$ cat src/rtl/mem_access_pkg.sv
// rtl/mem_access_pkg.sv - shared constants and FSM state encoding for the memory-access stage
package mem_access_pkg;

  localparam int WORD_W = 32;
  localparam int REG_ADDR_W = 5;

  typedef enum logic {
    ST_IDLE   = 1'b0,
    ST_ACCESS = 1'b1
  } state_t;

endpackage

$ cat src/rtl/mem_access_if.sv
// rtl/mem_access_if.sv - execute, data-memory and writeback signal bundle for mem_access
interface mem_access_if;
  import mem_access_pkg::*;

  logic                  in_valid;
  logic                  rd_write_enable_in;
  logic [REG_ADDR_W-1:0] rd_write_addr_in;
  logic                  res_src_in;
  logic                  mem_write_enable_in;
  logic [WORD_W-1:0]     exec_in;
  logic [WORD_W-1:0]     mem_write_data_in;
  logic [WORD_W-1:0]     next_pc_in;
  logic                  stall;

  logic                  dmem_req;
  logic                  dmem_we;
  logic [WORD_W-1:0]     dmem_addr;
  logic [WORD_W-1:0]     dmem_wdata;
  logic [WORD_W-1:0]     dmem_rdata;
  logic                  dmem_ack;

  logic                  wb_valid;
  logic                  rd_write_enable_out;
  logic [REG_ADDR_W-1:0] rd_write_addr_out;
  logic                  res_src_out;
  logic [WORD_W-1:0]     exec_out;
  logic [WORD_W-1:0]     mem_rdata_out;
  logic [WORD_W-1:0]     next_pc_out;
  logic                  misalign_out;

  modport slave (
    input  in_valid, rd_write_enable_in, rd_write_addr_in, res_src_in,
           mem_write_enable_in, exec_in, mem_write_data_in, next_pc_in,
           dmem_rdata, dmem_ack,
    output stall, dmem_req, dmem_we, dmem_addr, dmem_wdata,
           wb_valid, rd_write_enable_out, rd_write_addr_out, res_src_out,
           exec_out, mem_rdata_out, next_pc_out, misalign_out
  );

  modport master (
    output in_valid, rd_write_enable_in, rd_write_addr_in, res_src_in,
           mem_write_enable_in, exec_in, mem_write_data_in, next_pc_in,
           dmem_rdata, dmem_ack,
    input  stall, dmem_req, dmem_we, dmem_addr, dmem_wdata,
           wb_valid, rd_write_enable_out, rd_write_addr_out, res_src_out,
           exec_out, mem_rdata_out, next_pc_out, misalign_out
  );

endinterface

$ cat src/rtl/mem_access.sv
// rtl/mem_access.sv - pipeline memory-access stage: ALU pass-through, load/store via data-memory handshake
// Optional MEM_ALIGN_CHECK_EN: misaligned memory ops retire at once with misalign_out instead of accessing memory.
module mem_access
  import mem_access_pkg::*;
(
  input  logic         clk,
  input  logic         rst_n,
  mem_access_if.slave  bus
);

  state_t state, state_next;
  logic   accept, retire, direct, mem_op, misalign;

  logic                  lat_rd_we, lat_res_src, lat_mem_we;
  logic [REG_ADDR_W-1:0] lat_rd;
  logic [WORD_W-1:0]     lat_exec, lat_wdata, lat_npc;

  logic                  src_rd_we, src_res_src, src_load;
  logic [REG_ADDR_W-1:0] src_rd;
  logic [WORD_W-1:0]     src_exec, src_npc;

  logic                  wb_valid_q, rd_we_q, res_src_q;
  logic [REG_ADDR_W-1:0] rd_q;
  logic [WORD_W-1:0]     exec_q, rdata_q, npc_q;

  assign mem_op = bus.res_src_in | bus.mem_write_enable_in;

`ifdef MEM_ALIGN_CHECK_EN
  assign misalign = mem_op & (bus.exec_in[1:0] != 2'b00);
`else
  assign misalign = 1'b0;
`endif

  always_ff @(posedge clk or negedge rst_n) begin
    if (!rst_n) state <= ST_IDLE;
    else        state <= state_next;
  end

  always_comb begin
    state_next = state;
    accept     = 1'b0;
    retire     = 1'b0;
    case (state)
      ST_IDLE: begin
        if (bus.in_valid) begin
          accept = 1'b1;
          if (mem_op && !misalign) state_next = ST_ACCESS;
          else                     retire     = 1'b1;
        end
      end
      ST_ACCESS: begin
        if (bus.dmem_ack) begin
          retire     = 1'b1;
          state_next = ST_IDLE;
        end
      end
      default: state_next = ST_IDLE;
    endcase
  end

  // Ops retiring straight from IDLE take their fields from the inputs, others from the latch.
  assign direct      = (state == ST_IDLE);
  assign src_rd_we   = direct ? (bus.rd_write_enable_in & ~misalign) : lat_rd_we;
  assign src_rd      = direct ? bus.rd_write_addr_in : lat_rd;
  assign src_res_src = direct ? bus.res_src_in : lat_res_src;
  assign src_exec    = direct ? bus.exec_in : lat_exec;
  assign src_npc     = direct ? bus.next_pc_in : lat_npc;
  assign src_load    = ~direct & lat_res_src & ~lat_mem_we;

  always_ff @(posedge clk or negedge rst_n) begin
    if (!rst_n) begin
      lat_rd_we   <= 1'b0;
      lat_res_src <= 1'b0;
      lat_mem_we  <= 1'b0;
      lat_rd      <= '0;
      lat_exec    <= '0;
      lat_wdata   <= '0;
      lat_npc     <= '0;
    end else if (accept) begin
      lat_rd_we   <= bus.rd_write_enable_in;
      lat_res_src <= bus.res_src_in;
      lat_mem_we  <= bus.mem_write_enable_in;
      lat_rd      <= bus.rd_write_addr_in;
      lat_exec    <= bus.exec_in;
      lat_wdata   <= bus.mem_write_data_in;
      lat_npc     <= bus.next_pc_in;
    end
  end

  always_ff @(posedge clk or negedge rst_n) begin
    if (!rst_n) begin
      wb_valid_q <= 1'b0;
      rd_we_q    <= 1'b0;
      res_src_q  <= 1'b0;
      rd_q       <= '0;
      exec_q     <= '0;
      rdata_q    <= '0;
      npc_q      <= '0;
    end else begin
      wb_valid_q <= retire;
      rd_we_q    <= retire & src_rd_we;
      if (retire) begin
        res_src_q <= src_res_src;
        rd_q      <= src_rd;
        exec_q    <= src_exec;
        npc_q     <= src_npc;
        rdata_q   <= src_load ? bus.dmem_rdata : '0;
      end
    end
  end

`ifdef MEM_ALIGN_CHECK_EN
  logic misalign_q;
  always_ff @(posedge clk or negedge rst_n) begin
    if (!rst_n)      misalign_q <= 1'b0;
    else if (retire) misalign_q <= direct & misalign;
  end
  assign bus.misalign_out = misalign_q;
  assign bus.dmem_addr    = lat_exec;
`else
  assign bus.misalign_out = 1'b0;
  assign bus.dmem_addr    = {lat_exec[WORD_W-1:2], 2'b00};
`endif

  assign bus.stall      = (state == ST_ACCESS);
  assign bus.dmem_req   = (state == ST_ACCESS);
  assign bus.dmem_we    = (state == ST_ACCESS) & lat_mem_we;
  assign bus.dmem_wdata = lat_wdata;

  assign bus.wb_valid            = wb_valid_q;
  assign bus.rd_write_enable_out = rd_we_q;
  assign bus.rd_write_addr_out   = rd_q;
  assign bus.res_src_out         = res_src_q;
  assign bus.exec_out            = exec_q;
  assign bus.mem_rdata_out       = rdata_q;
  assign bus.next_pc_out         = npc_q;

endmodule

$ cat src/flat_wrapper.sv
// flat-port wrapper written by rule: the top's interface ports become plain ports
module mem_access_flat import mem_access_pkg::*;
  (clk, rst_n, bus_in_valid, bus_rd_write_enable_in, bus_rd_write_addr_in, bus_res_src_in, bus_mem_write_enable_in, bus_exec_in, bus_mem_write_data_in, bus_next_pc_in, bus_dmem_rdata, bus_dmem_ack, bus_stall, bus_dmem_req, bus_dmem_we, bus_dmem_addr, bus_dmem_wdata, bus_wb_valid, bus_rd_write_enable_out, bus_rd_write_addr_out, bus_res_src_out, bus_exec_out, bus_mem_rdata_out, bus_next_pc_out, bus_misalign_out);
  mem_access_if bus_i ();
  input  logic clk;
  input  logic rst_n;
  input wire logic [$bits(bus_i.in_valid)-1:0] bus_in_valid;
  input wire logic [$bits(bus_i.rd_write_enable_in)-1:0] bus_rd_write_enable_in;
  input wire logic [$bits(bus_i.rd_write_addr_in)-1:0] bus_rd_write_addr_in;
  input wire logic [$bits(bus_i.res_src_in)-1:0] bus_res_src_in;
  input wire logic [$bits(bus_i.mem_write_enable_in)-1:0] bus_mem_write_enable_in;
  input wire logic [$bits(bus_i.exec_in)-1:0] bus_exec_in;
  input wire logic [$bits(bus_i.mem_write_data_in)-1:0] bus_mem_write_data_in;
  input wire logic [$bits(bus_i.next_pc_in)-1:0] bus_next_pc_in;
  input wire logic [$bits(bus_i.dmem_rdata)-1:0] bus_dmem_rdata;
  input wire logic [$bits(bus_i.dmem_ack)-1:0] bus_dmem_ack;
  output wire logic [$bits(bus_i.stall)-1:0] bus_stall;
  output wire logic [$bits(bus_i.dmem_req)-1:0] bus_dmem_req;
  output wire logic [$bits(bus_i.dmem_we)-1:0] bus_dmem_we;
  output wire logic [$bits(bus_i.dmem_addr)-1:0] bus_dmem_addr;
  output wire logic [$bits(bus_i.dmem_wdata)-1:0] bus_dmem_wdata;
  output wire logic [$bits(bus_i.wb_valid)-1:0] bus_wb_valid;
  output wire logic [$bits(bus_i.rd_write_enable_out)-1:0] bus_rd_write_enable_out;
  output wire logic [$bits(bus_i.rd_write_addr_out)-1:0] bus_rd_write_addr_out;
  output wire logic [$bits(bus_i.res_src_out)-1:0] bus_res_src_out;
  output wire logic [$bits(bus_i.exec_out)-1:0] bus_exec_out;
  output wire logic [$bits(bus_i.mem_rdata_out)-1:0] bus_mem_rdata_out;
  output wire logic [$bits(bus_i.next_pc_out)-1:0] bus_next_pc_out;
  output wire logic [$bits(bus_i.misalign_out)-1:0] bus_misalign_out;
  assign bus_i.in_valid = bus_in_valid;
  assign bus_i.rd_write_enable_in = bus_rd_write_enable_in;
  assign bus_i.rd_write_addr_in = bus_rd_write_addr_in;
  assign bus_i.res_src_in = bus_res_src_in;
  assign bus_i.mem_write_enable_in = bus_mem_write_enable_in;
  assign bus_i.exec_in = bus_exec_in;
  assign bus_i.mem_write_data_in = bus_mem_write_data_in;
  assign bus_i.next_pc_in = bus_next_pc_in;
  assign bus_i.dmem_rdata = bus_dmem_rdata;
  assign bus_i.dmem_ack = bus_dmem_ack;
  assign bus_stall = bus_i.stall;
  assign bus_dmem_req = bus_i.dmem_req;
  assign bus_dmem_we = bus_i.dmem_we;
  assign bus_dmem_addr = bus_i.dmem_addr;
  assign bus_dmem_wdata = bus_i.dmem_wdata;
  assign bus_wb_valid = bus_i.wb_valid;
  assign bus_rd_write_enable_out = bus_i.rd_write_enable_out;
  assign bus_rd_write_addr_out = bus_i.rd_write_addr_out;
  assign bus_res_src_out = bus_i.res_src_out;
  assign bus_exec_out = bus_i.exec_out;
  assign bus_mem_rdata_out = bus_i.mem_rdata_out;
  assign bus_next_pc_out = bus_i.next_pc_out;
  assign bus_misalign_out = bus_i.misalign_out;
  mem_access u_core (.clk(clk), .rst_n(rst_n), .bus(bus_i));
endmodule
$ cat config.mk
export PLATFORM = sky130hd
export DESIGN_NAME = mem_access_flat
export DESIGN_NICKNAME = d
export VERILOG_FILES = /design/src/rtl/mem_access_pkg.sv /design/src/rtl/mem_access_if.sv /design/src/rtl/mem_access.sv /design/src/flat_wrapper.sv
export SDC_FILE = /design/constraint.sdc
export NUM_CORES = 1
export LEC_CHECK = 0
export ABC_AREA = 1
export BUFFER_PORTS_ARGS = -buffer_cell sky130_fd_sc_hd__buf_2
export CAP_MARGIN = 20
export CORE_MARGIN = 2
export CORE_UTILIZATION = 51
export CTS_CLUSTER_DIAMETER = 50
export DETAILED_ROUTE_END_ITERATION = 16
export GPL_ROUTABILITY_DRIVEN = 0
export PLACE_DENSITY = 0.8
export SLEW_MARGIN = 10
export SYNTH_ARGS = -nofsm -noshare
export SYNTH_HDL_FRONTEND = slang
export SYNTH_SLANG_ARGS = --single-unit
export TNS_END_PERCENT = 30
$ cat constraint.sdc
create_clock -name clk -period 1.5 [get_ports clk]
set_input_delay 0.15 -clock clk [delete_from_list [all_inputs] [get_ports clk]]
set_output_delay 0.15 -clock clk [all_outputs]
set_load 0.02 [all_outputs]
### Word level (Yosys, flattened, before mapping)

Index checks and enable logic that the tools add are counted.

| cells by class | value |
|---|---|
| muxes and demuxes | 16 |
| bitwise operators | 7 |

Operators by type and width:

| cell | number |
|---|---|
| $mux W32 | 3 |
| $mux W1 | 10 |
| $mux W5 | 1 |
| $and A1 B1 Y1 | 4 |
| $pmux W1 S2 | 2 |
| $not A1 Y1 | 2 |
| $or A1 B1 Y1 | 1 |

| word-level totals | value |
|---|---|
| bits of input ports | 140 |
| register bits after elaboration | 209 |
| logic and storage cells | 38 |
| output and inout port bits | 172 |

### Longest topological paths before layout

Gate-level depths: netlist of the first run.

| logic depth | value |
|---|---|
| word-level depth | 5 |
| depth in mapped cells | 8 |
| depth with buffers taken out | 6 |

### Worst setup path after synthesis of the first run

Ideal clock, no wire load.

| timing | value |
|---|---|
| kind | register to register |
| start point | register u_core.state (netlist: u_core.bus.dmem_req) |
| end point | register u_core.rdata_q[10] (netlist: u_core.bus.mem_rdata_out[10]) |
| required time | 1.383 ns |
| setup slack | 0.107 ns |
| period minus slack after synthesis | 1.393 ns |
| arrival | 1.276 ns |
| setup time | 0.117 ns |
| cell stages (with the launch flop) | 7 |
| buffers on the path | 2 |
| path through | dfrtp_1 > buf_4 > nand3_1 > clkbuf_1 > nor2_1 > nand2_1 > nand2_1 |

| on the way | value |
|---|---|
| longest elaborated chain between the ends | 3 |
| elaborated cells between the ends (all ways) | 5 |
| classes of those cells | mux: 2; bitwise: 3 |

RTL lines:

| what | RTL line | RTL |
|---|---|---|
| from (decl) | mem_access.sv:11 | `state_t state, state_next;` |
| from (signal assigned) | mem_access.sv:36 | `else state <= state_next;` |
| $and A1 B1 Y1 (2 in series) | mem_access.sv:68 | `assign src_load = ~direct & lat_res_src & ~lat_mem_we;` |
| $mux W32 | mem_access.sv:107 | `rdata_q <= src_load ? bus.dmem_rdata : '0;` |
| to (signal assigned) | mem_access.sv:107 |  |
| to (decl) | mem_access.sv:24 | `logic [WORD_W-1:0] exec_q, rdata_q, npc_q;` |

Parallel ways exist; a longest one is shown, timed or not.
A chain may end at the register's enable or synchronous reset.

### Worst setup path in the final report of the first run

| timing | value |
|---|---|
| start point | register u_core.state (netlist: u_core.bus.dmem_req) |
| end point | register u_core.exec_q[29] (netlist: u_core.bus.exec_out[29]) |

| on the way | value |
|---|---|
| longest elaborated chain between the ends | 2 |
| elaborated cells between the ends (all ways) | 3 |
| classes of those cells | mux: 2; bitwise: 1 |

RTL lines:

| what | RTL line | RTL |
|---|---|---|
| $not A1 Y1 | n/a |  |
| $pmux W1 S2 | mem_access.sv:43 | `case (state)` |
| to (signal assigned) | mem_access.sv:105 | `exec_q <= src_exec;` |
| to (decl) | mem_access.sv:24 |  |

Parallel ways exist; a longest one is shown, timed or not.

==> results of run 1 <==
[stage by stage]
step	TNS [ns]	total power [W]	setup slack [ns]	area [µm²]
floorplan	0	0.0109	0.107	9330
global placement	0	0.0126	0.122	10900
detailed placement	0	0.0127	0.0779	10900
CTS	-0.886	0.0189	-0.0370	13300
global route	-4.85	0.0203	-0.102	13600
finish	-0.789	0.0194	-0.0981	13600
[cell usage after synthesis]
cell	count
nand3_1	103
nand2_2	1
buf_2	38
conb_1	1
inv_2	1
o21ai_0	128
a21oi_1	1
o22ai_1	1
o21a_1	1
nand2_1	446
nor2_1	33
inv_1	107
buf_1	1
clkbuf_1	25
dfrtp_1	209
nor2_4	1
buf_4	44
o21ai_1	14
[worst min-delay path, cell delays in order]
cell and delay (ns):
buf_2 0.10, inv_1 0.08, nor2_1 0.07, nand2_2 0.06, nand2_1 0.04
[layer usage]
layer  wire length [µm]  track usage
met1              11600        0.376
met2              16000        0.522
met3               3250       0.0660
met4               1520        0.125
met5                  0            0
[layout by cell type (no fill, tap or decap), types with 6 or more instances in the layout]
master	synthesis	routed
clkbuf_16	0	32
buf_6	0	6
o21ai_1	14	22
o21ai_0	128	120
inv_1	107	106
dlygate4sd3_1	0	137
nor2_1	33	33
nand2_1	446	432
nand2_2	1	11
buf_4	44	13
buf_12	0	13
buf_2	38	304
dfrtp_1	209	208
nand3_1	103	101
[power by group through the flow]
stage	Combinational, W	Clock [W]	Sequential (W)
3_5_place_dp	0.00506	0	0.00764
6_report	0.00595	0.00576	0.00767
3_3_place_gp	0.00493	0	0.00762
2_1_floorplan	0.00228	0	0.00862
4_1_cts	0.00557	0.00578	0.00759
5_1_grt	0.00641	0.00608	0.00779
[repair_timing]
item | in CTS | in global routing
hold endpoints to repair | 358 | 0
hold buffers | 137 | 0
endpoints found under the setup margin | 3 | 109
setup buffers | 6 | 1
gates resized for setup | 16 | 29
gates cloned | 4 | 9
[cell families after synthesis]
family,share of synthesized area
simple gates,0.250
buf+inv,0.110
flops,0.561
compound gates,0.0783
other cells,0.000402
[layout make-up]
cell class | count | area, µm²
inverters | 108 | 408
multi-input cells | 733 | 3180
well taps | 229 | 287
diodes | 1 | 2.50
clock buffers | 34 | 699
repair buffers | 487 | 3690
fillers | 1170 | 4380
flip-flops and latches | 209 | 5230
clock inverters | 8 | 82.6
[flip-flops by register name (all words and copies together) (netlist names)]
name,count
u_core.bus.wb_valid,1
u_core.lat_rd,5
u_core.bus.dmem_req,1
u_core.lat_rd_we,1
u_core.bus.rd_write_enable_out,1
u_core.lat_exec,32
u_core.bus.dmem_wdata,32
u_core.bus.mem_rdata_out,32
u_core.bus.next_pc_out,32
u_core.bus.res_src_out,1
u_core.lat_npc,32
u_core.bus.exec_out,32
u_core.lat_res_src,1
u_core.lat_mem_we,1
u_core.bus.rd_write_addr_out,5
[worst min-delay path by stage]
stage / end / slack, ns / cells past startpoint
after global routing: u_core.bus.mem_rdata_out[0] / 0.02 / 5
after global placement: u_core.lat_exec[23] / 0.10 / 1
after CTS: u_core.bus.mem_rdata_out[0] / 0.02 / 5
after detailed placement: u_core.lat_exec[17] / 0.11 / 1
final: u_core.bus.mem_rdata_out[0] / 0.05 / 5
after floorplan: u_core.bus.dmem_req / -0.15 / 0
==> impl_metrics.yaml, run 1 <==
floorplan:
  starting_utilization_of_the_core_area: 0.519
  die_area_um2: 19400
  die_y_um: 139
  die_width_um: 139
  core_um2: 18000
  num_io_pins: 312
  rows: 49
grt:
  grt_max_degree: 117
  groute.usage.overall: 0.304
  global_route_wire_length_before_repair_um: 48100
  grt_antenna_before_repair: 1
  via_count_of_the_first_global_routing_pass: 9482
  globalRouteOverflowTotal: 0
yosys:
  yosys.area.top_type: "dfrtp_1"
  synth_cell_type_count: 18
  ys_warn_count: 0
  post_synth.cell_area_avg_um2: 8.07
  synth_top_cells_by_area: "dfrtp_1 56%, nand2_1 18%, o21ai_0 6.9%, nand3_1 5.5%, inv_1 4.3%"
  post_synth_inst_count: 1155
  seq_area_frac_synth: 0.561
  synthesis.area_um2: 9320
  synth_largest_type_area_fraction: 0.561
  ys_ff_latch: 209
worst_setup_path:
  critical_path.reg2reg.startpoint: "u_core.bus.dmem_req"
  crit_path_end: "u_core.bus.exec_out[29]"
  cp.buffers_inverters: 3
  worstReg2RegEnd: "u_core.bus.exec_out[29]"
  crit_path_end_kind: "flip-flop"
  crit_path_max_fanout: 6
  worst-endpoint-required_ns: 1.94
  critical_path.cell_chain: "buf_12 -> buf_12 -> buf_4 -> o21ai_0 -> nand2_1 -> nand2_1"
  worstRegToRegCells: 6
  slowest_stage: "dfrtp_4"
  critical-path-top-delay-family: "flip-flops"
  worst_setup_path_start_kind: "flip-flop"
  crit_path_max_incr_delay_ns: 0.53
  path_class: "flip-flop to flip-flop"
  path_depth: 6
  worst_setup_path_startpoint: "u_core.bus.dmem_req"
  reg2reg_slack_ns: -0.1
  critPathArrivalTime_ns: 2.04
place:
  detailedPlacementHpwl_um: 16200
  place_inst: 1609
  port-buffer-count: 308
power_and_ir_drop:
  power.combinational.fraction: 0.307
  switching_share: 0.355
  seq_power_share: 0.396
  power_density_nw_per_um2: 1430
  p_clk_frac: 0.297
  vdd_ir_max_mv: 0.994
  total_leakage_power_nw: 7.60
  internal_power_w: 0.0125
  p_sw_w: 0.00689
hold_path:
  holdCritPathClass: "input port to flip-flop"
  hold_path_startpoint: "bus_dmem_rdata[0]"
status:
  violations: "negative setup slack"
  status: "finished, violations left"
timing:
  worst_hold_slack_ns: 0.0451
  finalSetupViolCount: 51
  period_needed_ns: 1.60
  timing.fmax_mhz: 626
  worst_clock_skew_ns: 0.0138
  rsz0062_at_grt: "yes"
  postLayoutSetupSlackWorst_ns: -0.0981
  timing.final.crit_share: 1.07
  drv_slew: 0
  hold_violations: 0
drt:
  drt_pre_antenna_iters: 8
  dr_total_vias: 9639
  detail-route-antenna-nets: 0
  drc: 0
  route.detailed.vias_per_inst: 5.33
  wl_per_cell_um: 17.9
  detailed_route_wire_length_um: 32400
  detailedRoute.firstIterationViolations: 699
clock_tree:
  path_clk_slew_ns: 0.06
  h_tree_depth: 1
  clk_root_buffer_cell: "clkbuf_16"
  clkSinkCount: 209
  numCtsBuffers: 24
  cts_tree: "yes"
  clk_latency_ns: 0.50
  clockBufferDepth: 3
finish:
  drive_gt1_frac: 0.259
  layout.nets: 1703
  area_delta_synth_final_pct: 45.8
  finalCoreUtilization: 0.756
  post_layout_nonfiller_instances: 1809
run:
  maxcap_violations: 0
(Power assumes the default switching activity.)
==> run 2: changes to the inputs <==
--- a/config.mk
+++ b/config.mk
@@ -9,11 +9,11 @@
 export BUFFER_PORTS_ARGS = -buffer_cell sky130_fd_sc_hd__buf_2
 export CAP_MARGIN = 20
 export CORE_MARGIN = 2
-export CORE_UTILIZATION = 51
+export CORE_UTILIZATION = 55
 export CTS_CLUSTER_DIAMETER = 50
 export DETAILED_ROUTE_END_ITERATION = 16
 export GPL_ROUTABILITY_DRIVEN = 0
-export PLACE_DENSITY = 0.8
+export PLACE_DENSITY = 0.85
 export SLEW_MARGIN = 10
 export SYNTH_ARGS = -nofsm -noshare
 export SYNTH_HDL_FRONTEND = slang
==> constraint.sdc (replaced) <==
create_clock -name clk -period 1.95 [get_ports clk]
set_input_delay 0.195 -clock clk [delete_from_list [all_inputs] [get_ports clk]]
set_output_delay 0.195 -clock clk [all_outputs]
set_load 0.02 [all_outputs]
==> run 2 against run 1 <==
The run now ends clean. Largest cell class unchanged. Worst setup slack gained 0.26 ns. Highest routed layer unchanged. Via count decreased by 4.2%. Sequential cell count stayed put. Count of clock-buffer cells in the layout grew 1. Final cell count fell by 3.7%. Non-clock buffer count is 55 lower. Clock power decreased by 25%. Utilization increased by 0.48 points. Clock skew rose by 0.0027 ns. Combinational power is 31% lower. Sequential share of layout area increased by 2.9 points. Sequential power shrank 23%.
==> impl_metrics.yaml, run 2 (synthesized netlist as in run 1, its figures left out) <==
finish:
  fillCellCount: 1076
  mostFrequentLayoutCell: "nand2_1"
  area_delta_synth_final_pct: 35.4
  layout.nets: 1647
  drive_gt1_frac: 0.241
  mostFrequentLayoutCells: "444 x nand2_1, 307 x buf_2, 208 x dfrtp_1, 128 x o21ai_0, 107 x inv_1"
grt:
  globalRouteOverflowTotal: 0
  grt_antenna_before_repair: 1
  global_route_wire_length_before_repair_um: 45700
  groute.usage.overall: 0.315
  grt_max_degree: 75
  via_count_of_the_first_global_routing_pass: 9369
floorplan:
  core_um2: 16600
  die_width_um: 134
  rows: 47
  die_area_um2: 18000
  starting_utilization_of_the_core_area: 0.562
  die_y_um: 134
  num_io_pins: 312
clock_tree:
  h_tree_depth: 1
  postCtsSetupBuffers: 0
  clockBufferDepth: 3
  clk_root_buffer_cell: "clkbuf_16"
  path_clk_slew_ns: 0.06
  clk_latency_ns: 0.50
  cts_tree: "yes"
  numCtsBuffers: 24
  clkSinkCount: 209
worst_setup_path:
  critPathArrivalTime_ns: 1.59
  crit_path_end_kind: "output pin"
  worst_setup_path_start_kind: "flip-flop"
  reg2reg_slack_ns: 0.22
  crit_path_max_fanout: 46
  worst-endpoint-required_ns: 1.75
  path_class: "flip-flop to output pin"
drt:
  dr_total_vias: 9237
  drc: 0
  detail-route-antenna-nets: 0
  wl_per_cell_um: 16.5
  detailedRoute.firstIterationViolations: 695
  drt_pre_antenna_iters: 6
  route.detailed.vias_per_inst: 5.30
  detailed_route_wire_length_um: 28800
timing:
  hold_violations: 0
  finalSetupViolCount: 0
  worst_hold_slack_ns: 0.00522
  timing.fmax_mhz: 561
  tightestPinTransition_ns: 0.674
  worst_clock_skew_ns: 0.0165
  rsz0062_at_grt: "no"
  fin_tns_setup_ns: 0
  max-slew-margin-rel: 0.550
  drv_slew: 0
  postLayoutSetupSlackWorst_ns: 0.166
  period_needed_ns: 1.78
  timing.final.crit_share: 0.915
status:
  status: "complete, no violations"
power_and_ir_drop:
  vdd_ir_max_mv: 0.677
  power_density_nw_per_um2: 1140
  total_leakage_power_nw: 7.19
place:
  port-buffer-count: 308
  dpl_worst_slack_ns: 0.327
  detailedPlacementHpwl_um: 16300
hold_path:
  holdCritPathClass: "input port to flip-flop"
run:
  maxcap_violations: 0
[run 2: cell types whose count changed in the layout (fill, tap and decap cells not counted), sizes merged]
cell         delta
dlygate4sd3    -32
buf            -13
clkbuf          -6
bufbuf          -3
clkinv          -2
clkinvlp        -2
inv             +1
nand2           -1
[run 2: final timing paths]
kind	depth (start not counted)	startpoint	endpoint
worst max-delay path	4	u_core.bus.dmem_req	bus_dmem_we
worst min-delay path	3	bus_next_pc_in[12]	u_core.lat_npc[12]
worst max register to register	5	u_core.bus.dmem_req	u_core.bus.mem_rdata_out[2]
worst min register to register	2	u_core.bus.dmem_wdata[30]	u_core.bus.dmem_wdata[30]
max in group asynchronous	3	rst_n	u_core.bus.dmem_wdata[5]
min in group asynchronous	2	rst_n	u_core.lat_exec[20]
[run 2: per-stage QoR]
step	std cells	instance area [µm²]	power (W)	utilization
CTS	1741	12600	0.0142	0.760
floorplan	1157	9330	0.00838	-
finish	1742	12600	0.0143	0.761
global route	1742	12600	0.0150	0.761
detailed placement	1596	10800	0.00972	0.651
global placement	1596	10800	0.00959	0.651
[run 2: metal layers]
metal  track usage  vias up  wire length (µm)
met4         0.146        0              1100
met1         0.364     4340             10400
met3        0.0816       88              2980
met5             0        -                 0
li1              -     4240                 -
met2         0.551      569             14300
[run 2: cell type report]
| class | instances | area (µm²) | share of cell area |
|---|---|---|---|
| antenna | 1 | 2.50 | 0.000198 |
| clock buffer | 35 | 703 | 0.0557 |
| clock inverter | 5 | 63.8 | 0.00506 |
| inverter | 108 | 408 | 0.0323 |
| multi-input combinational | 732 | 3090 | 0.245 |
| sequential | 209 | 5230 | 0.415 |
| tap | 220 | 275 | 0.0218 |
| timing repair buffer | 432 | 2840 | 0.225 |
[run 2: what timing repair did]
item / 4_1_cts / 5_1_grt
setup endpoints to repair: 1 / 1
hold buffers: 105 / 0
endpoints found under the hold margin: 163 / 0
pin swaps: 0 / 0
gates resized for setup: 1 / 1
[run 2: worst max-delay path, stage by stage, from the launching register on]
cell     delay [ns]
dfrtp_4        0.51
buf_8          0.28
nand2_1        0.08
inv_1          0.05
buf_2          0.17
[run 2: power breakdown]
group / total [W] / leakage [nW] / internal, W / switching (W)
registers: 0.00590 / 2.64 / 0.00528 / 0.000623
clock network: 0.00434 / 0.371 / 0.00263 / 0.00171
logic: 0.00410 / 4.18 / 0.00140 / 0.00271
total: 0.0143 / 7.19 / 0.00931 / 0.00504
==> run 3: changes to the inputs <==
--- a/config.mk
+++ b/config.mk
@@ -13,8 +13,7 @@
 export CTS_CLUSTER_DIAMETER = 50
 export DETAILED_ROUTE_END_ITERATION = 16
 export GPL_ROUTABILITY_DRIVEN = 0
-export PLACE_DENSITY = 0.85
-export SLEW_MARGIN = 10
+export PLACE_DENSITY = 0.92
 export SYNTH_ARGS = -nofsm -noshare
 export SYNTH_HDL_FRONTEND = slang
 export SYNTH_SLANG_ARGS = --single-unit
==> run 3 against run 2 <==
Sequential share of layout area down 0.43 points. Non-clock buffer count up 9. Worst setup slack better by 0.040 ns. Final cell count up 0.40%. Hold slack better by 0.0084 ns. Count of clock-buffer cells in the layout down 7. Register-to-register slack about the same. Fmax up 2.3%. Sequential power about the same. Clock skew down 0.0056 ns. Critical endpoint is now u_core.bus.mem_rdata_out[1]. Largest cell class unchanged.
==> impl_metrics.yaml, run 3 (synthesized netlist as in run 1, its figures left out) <==
status:
  status: "complete, no violations"
grt:
  globalRouteMet3Util: 0.0907
  via_count_of_the_first_global_routing_pass: 9780
  grt_antenna_before_repair: 0
  globalRouteOverflowTotal: 0
  grt-busiest-layer: "met2"
  groute.usage.overall: 0.341
  grt_max_degree: 99
  grt_use_met2: 0.580
  grtUsageMet1: 0.397
  global_route_wire_length_before_repair_um: 49100
clock_tree:
  cts_tree: "yes"
  clk_root_buffer_cell: "clkbuf_16"
  clockBufferDepth: 3
  h_tree_depth: 1
  path_clk_slew_ns: 0.06
  postCtsSetupBuffers: 0
  clkSinkCount: 209
  clk_latency_ns: 0.50
  numCtsBuffers: 23
  cts_hold_buf: 109
  ctsResizeCount: 0
finish:
  multiInputGateArea_um2: 3090
  finalCoreUtilization: 0.769
  mostFrequentLayoutCells: "444 x nand2_1, 307 x buf_2, 208 x dfrtp_1, 128 x o21ai_0, 109 x dlygate4sd3_1"
  layout.nets: 1655
  final_design_area_no_fill_um2: 12700
  area_delta_synth_final_pct: 36.8
  fillCellCount: 956
  antennaDiodeCount: 0
  mostFrequentLayoutCell: "nand2_1"
  drive_gt1_frac: 0.244
  ff_latch_area_um2: 5230
timing:
  drv_slew: 0
  tightestPinTransition_ns: 0.595
  rsz0062_at_grt: "no"
  postLayoutSetupSlackWorst_ns: 0.206
  finalSetupViolCount: 0
  period_needed_ns: 1.74
  max-slew-margin-rel: 0.603
  timing.final.crit_share: 0.894
  worst_clock_skew_ns: 0.0109
  timing.fmax_mhz: 573
  hold_violations: 0
  fin_tns_setup_ns: 0
hold_path:
  whs_path_depth: 5
  min_delay_endpoint: "u_core.bus.mem_rdata_out[21]"
  hold_path_startpoint: "bus_dmem_rdata[21]"
  holdCritPathClass: "input port to flip-flop"
drt:
  wl_per_cell_um: 17.9
  detail-route-antenna-nets: 0
  route.detailed.vias_per_inst: 5.52
  detailed_route_wire_length_um: 31300
  drc: 0
  drt_pre_antenna_iters: 6
  detailedRoute.firstIterationViolations: 863
  dr_total_vias: 9653
worst_setup_path:
  crit_path_max_fanout: 56
  worst-endpoint-required_ns: 2.38
  worst_setup_path_start_kind: "flip-flop"
  worstReg2RegEnd: "u_core.bus.mem_rdata_out[1]"
  reg2reg_slack_ns: 0.21
  path_class: "flip-flop to flip-flop"
  critical_path.reg2reg.startpoint: "u_core.bus.dmem_req"
  critPathArrivalTime_ns: 2.17
  crit_path_end_kind: "flip-flop"
  worstRegToRegCells: 5
floorplan:
  die_width_um: 134
  core_um2: 16600
  die_area_um2: 18000
  rows: 47
  starting_utilization_of_the_core_area: 0.562
  die_y_um: 134
  num_io_pins: 312
run:
  maxcap_violations: 0
power_and_ir_drop:
  power_density_nw_per_um2: 1150
  total_leakage_power_nw: 7.24
  vdd_ir_max_mv: 0.735
place:
  detailedPlacementHpwl_um: 16700
  dpl_worst_slack_ns: 0.381
  port-buffer-count: 308
  placement.cell_area_um2: 10900
run 3: cell types whose count changed in the layout (fill, tap and decap cells not counted), moves of 2 or more:
| cell | delta |
|---|---|
| clkinv_4 | +3 |
| buf_12 | +5 |
| dlygate4sd3_1 | +4 |
| bufinv_16 | +2 |
| clkbuf_8 | -3 |
| clkbuf_1 | -2 |
| clkbuf_16 | -2 |
run 3: worst max-delay path by stage:
stage	start	end	slack (ns)
2_1_floorplan	u_core.bus.dmem_req	u_core.bus.mem_rdata_out[10]	0.56
3_3_place_gp	u_core.bus.dmem_req	u_core.bus.next_pc_out[10]	0.46
3_5_place_dp	u_core.bus.dmem_req	u_core.bus.mem_rdata_out[6]	0.38
4_1_cts	u_core.bus.dmem_req	u_core.bus.exec_out[30]	0.35
5_1_grt	u_core.bus.dmem_req	u_core.bus.mem_rdata_out[1]	0.13
6_report	u_core.bus.dmem_req	u_core.bus.mem_rdata_out[1]	0.21
run 3: metal layers:
| layer | wire (µm) | share of wire | up-vias |
|---|---|---|---|
| met4 | 1660 | 0.053 | 0 |
| met5 | 0 | 0 | - |
| li1 | - | - | 4252 |
| met1 | 11200 | 0.36 | 4543 |
| met2 | 15300 | 0.49 | 700 |
| met3 | 3120 | 0.10 | 158 |
run 3: cell type report:
cell class | instances | area share
well taps | 220 | 0.0216
inverters | 108 | 0.0320
repair buffers | 441 | 0.233
multi-input cells | 732 | 0.242
clock buffers | 28 | 0.0474
flip-flops and latches | 209 | 0.411
clock inverters | 11 | 0.0130
run 3: critical path, cell delays in order (launching register included):
cell and delay [ns]:
dfrtp_4 0.55, nor2_4 0.10, nand2_4 0.09, buf_4 0.48, nand3_1 0.25, nand2_1 0.16
run 3: where the power goes:
group | internal (W) | switching [W] | total, W | leakage, nW
clock network | 0.00263 | 0.00182 | 0.00445 | 0.366
registers | 0.00528 | 0.000656 | 0.00593 | 2.64
logic | 0.00144 | 0.00281 | 0.00425 | 4.24
run 3: per-stage QoR:
stage	instances	hold WS (ns)	power [W]
2_1_floorplan	1157	-0.101	0.00838
3_3_place_gp	1601	0.216	0.00963
3_5_place_dp	1601	0.210	0.00979
4_1_cts	1749	0.000284	0.0144
5_1_grt	1749	0.0180	0.0153
6_report	1749	0.0137	0.0146
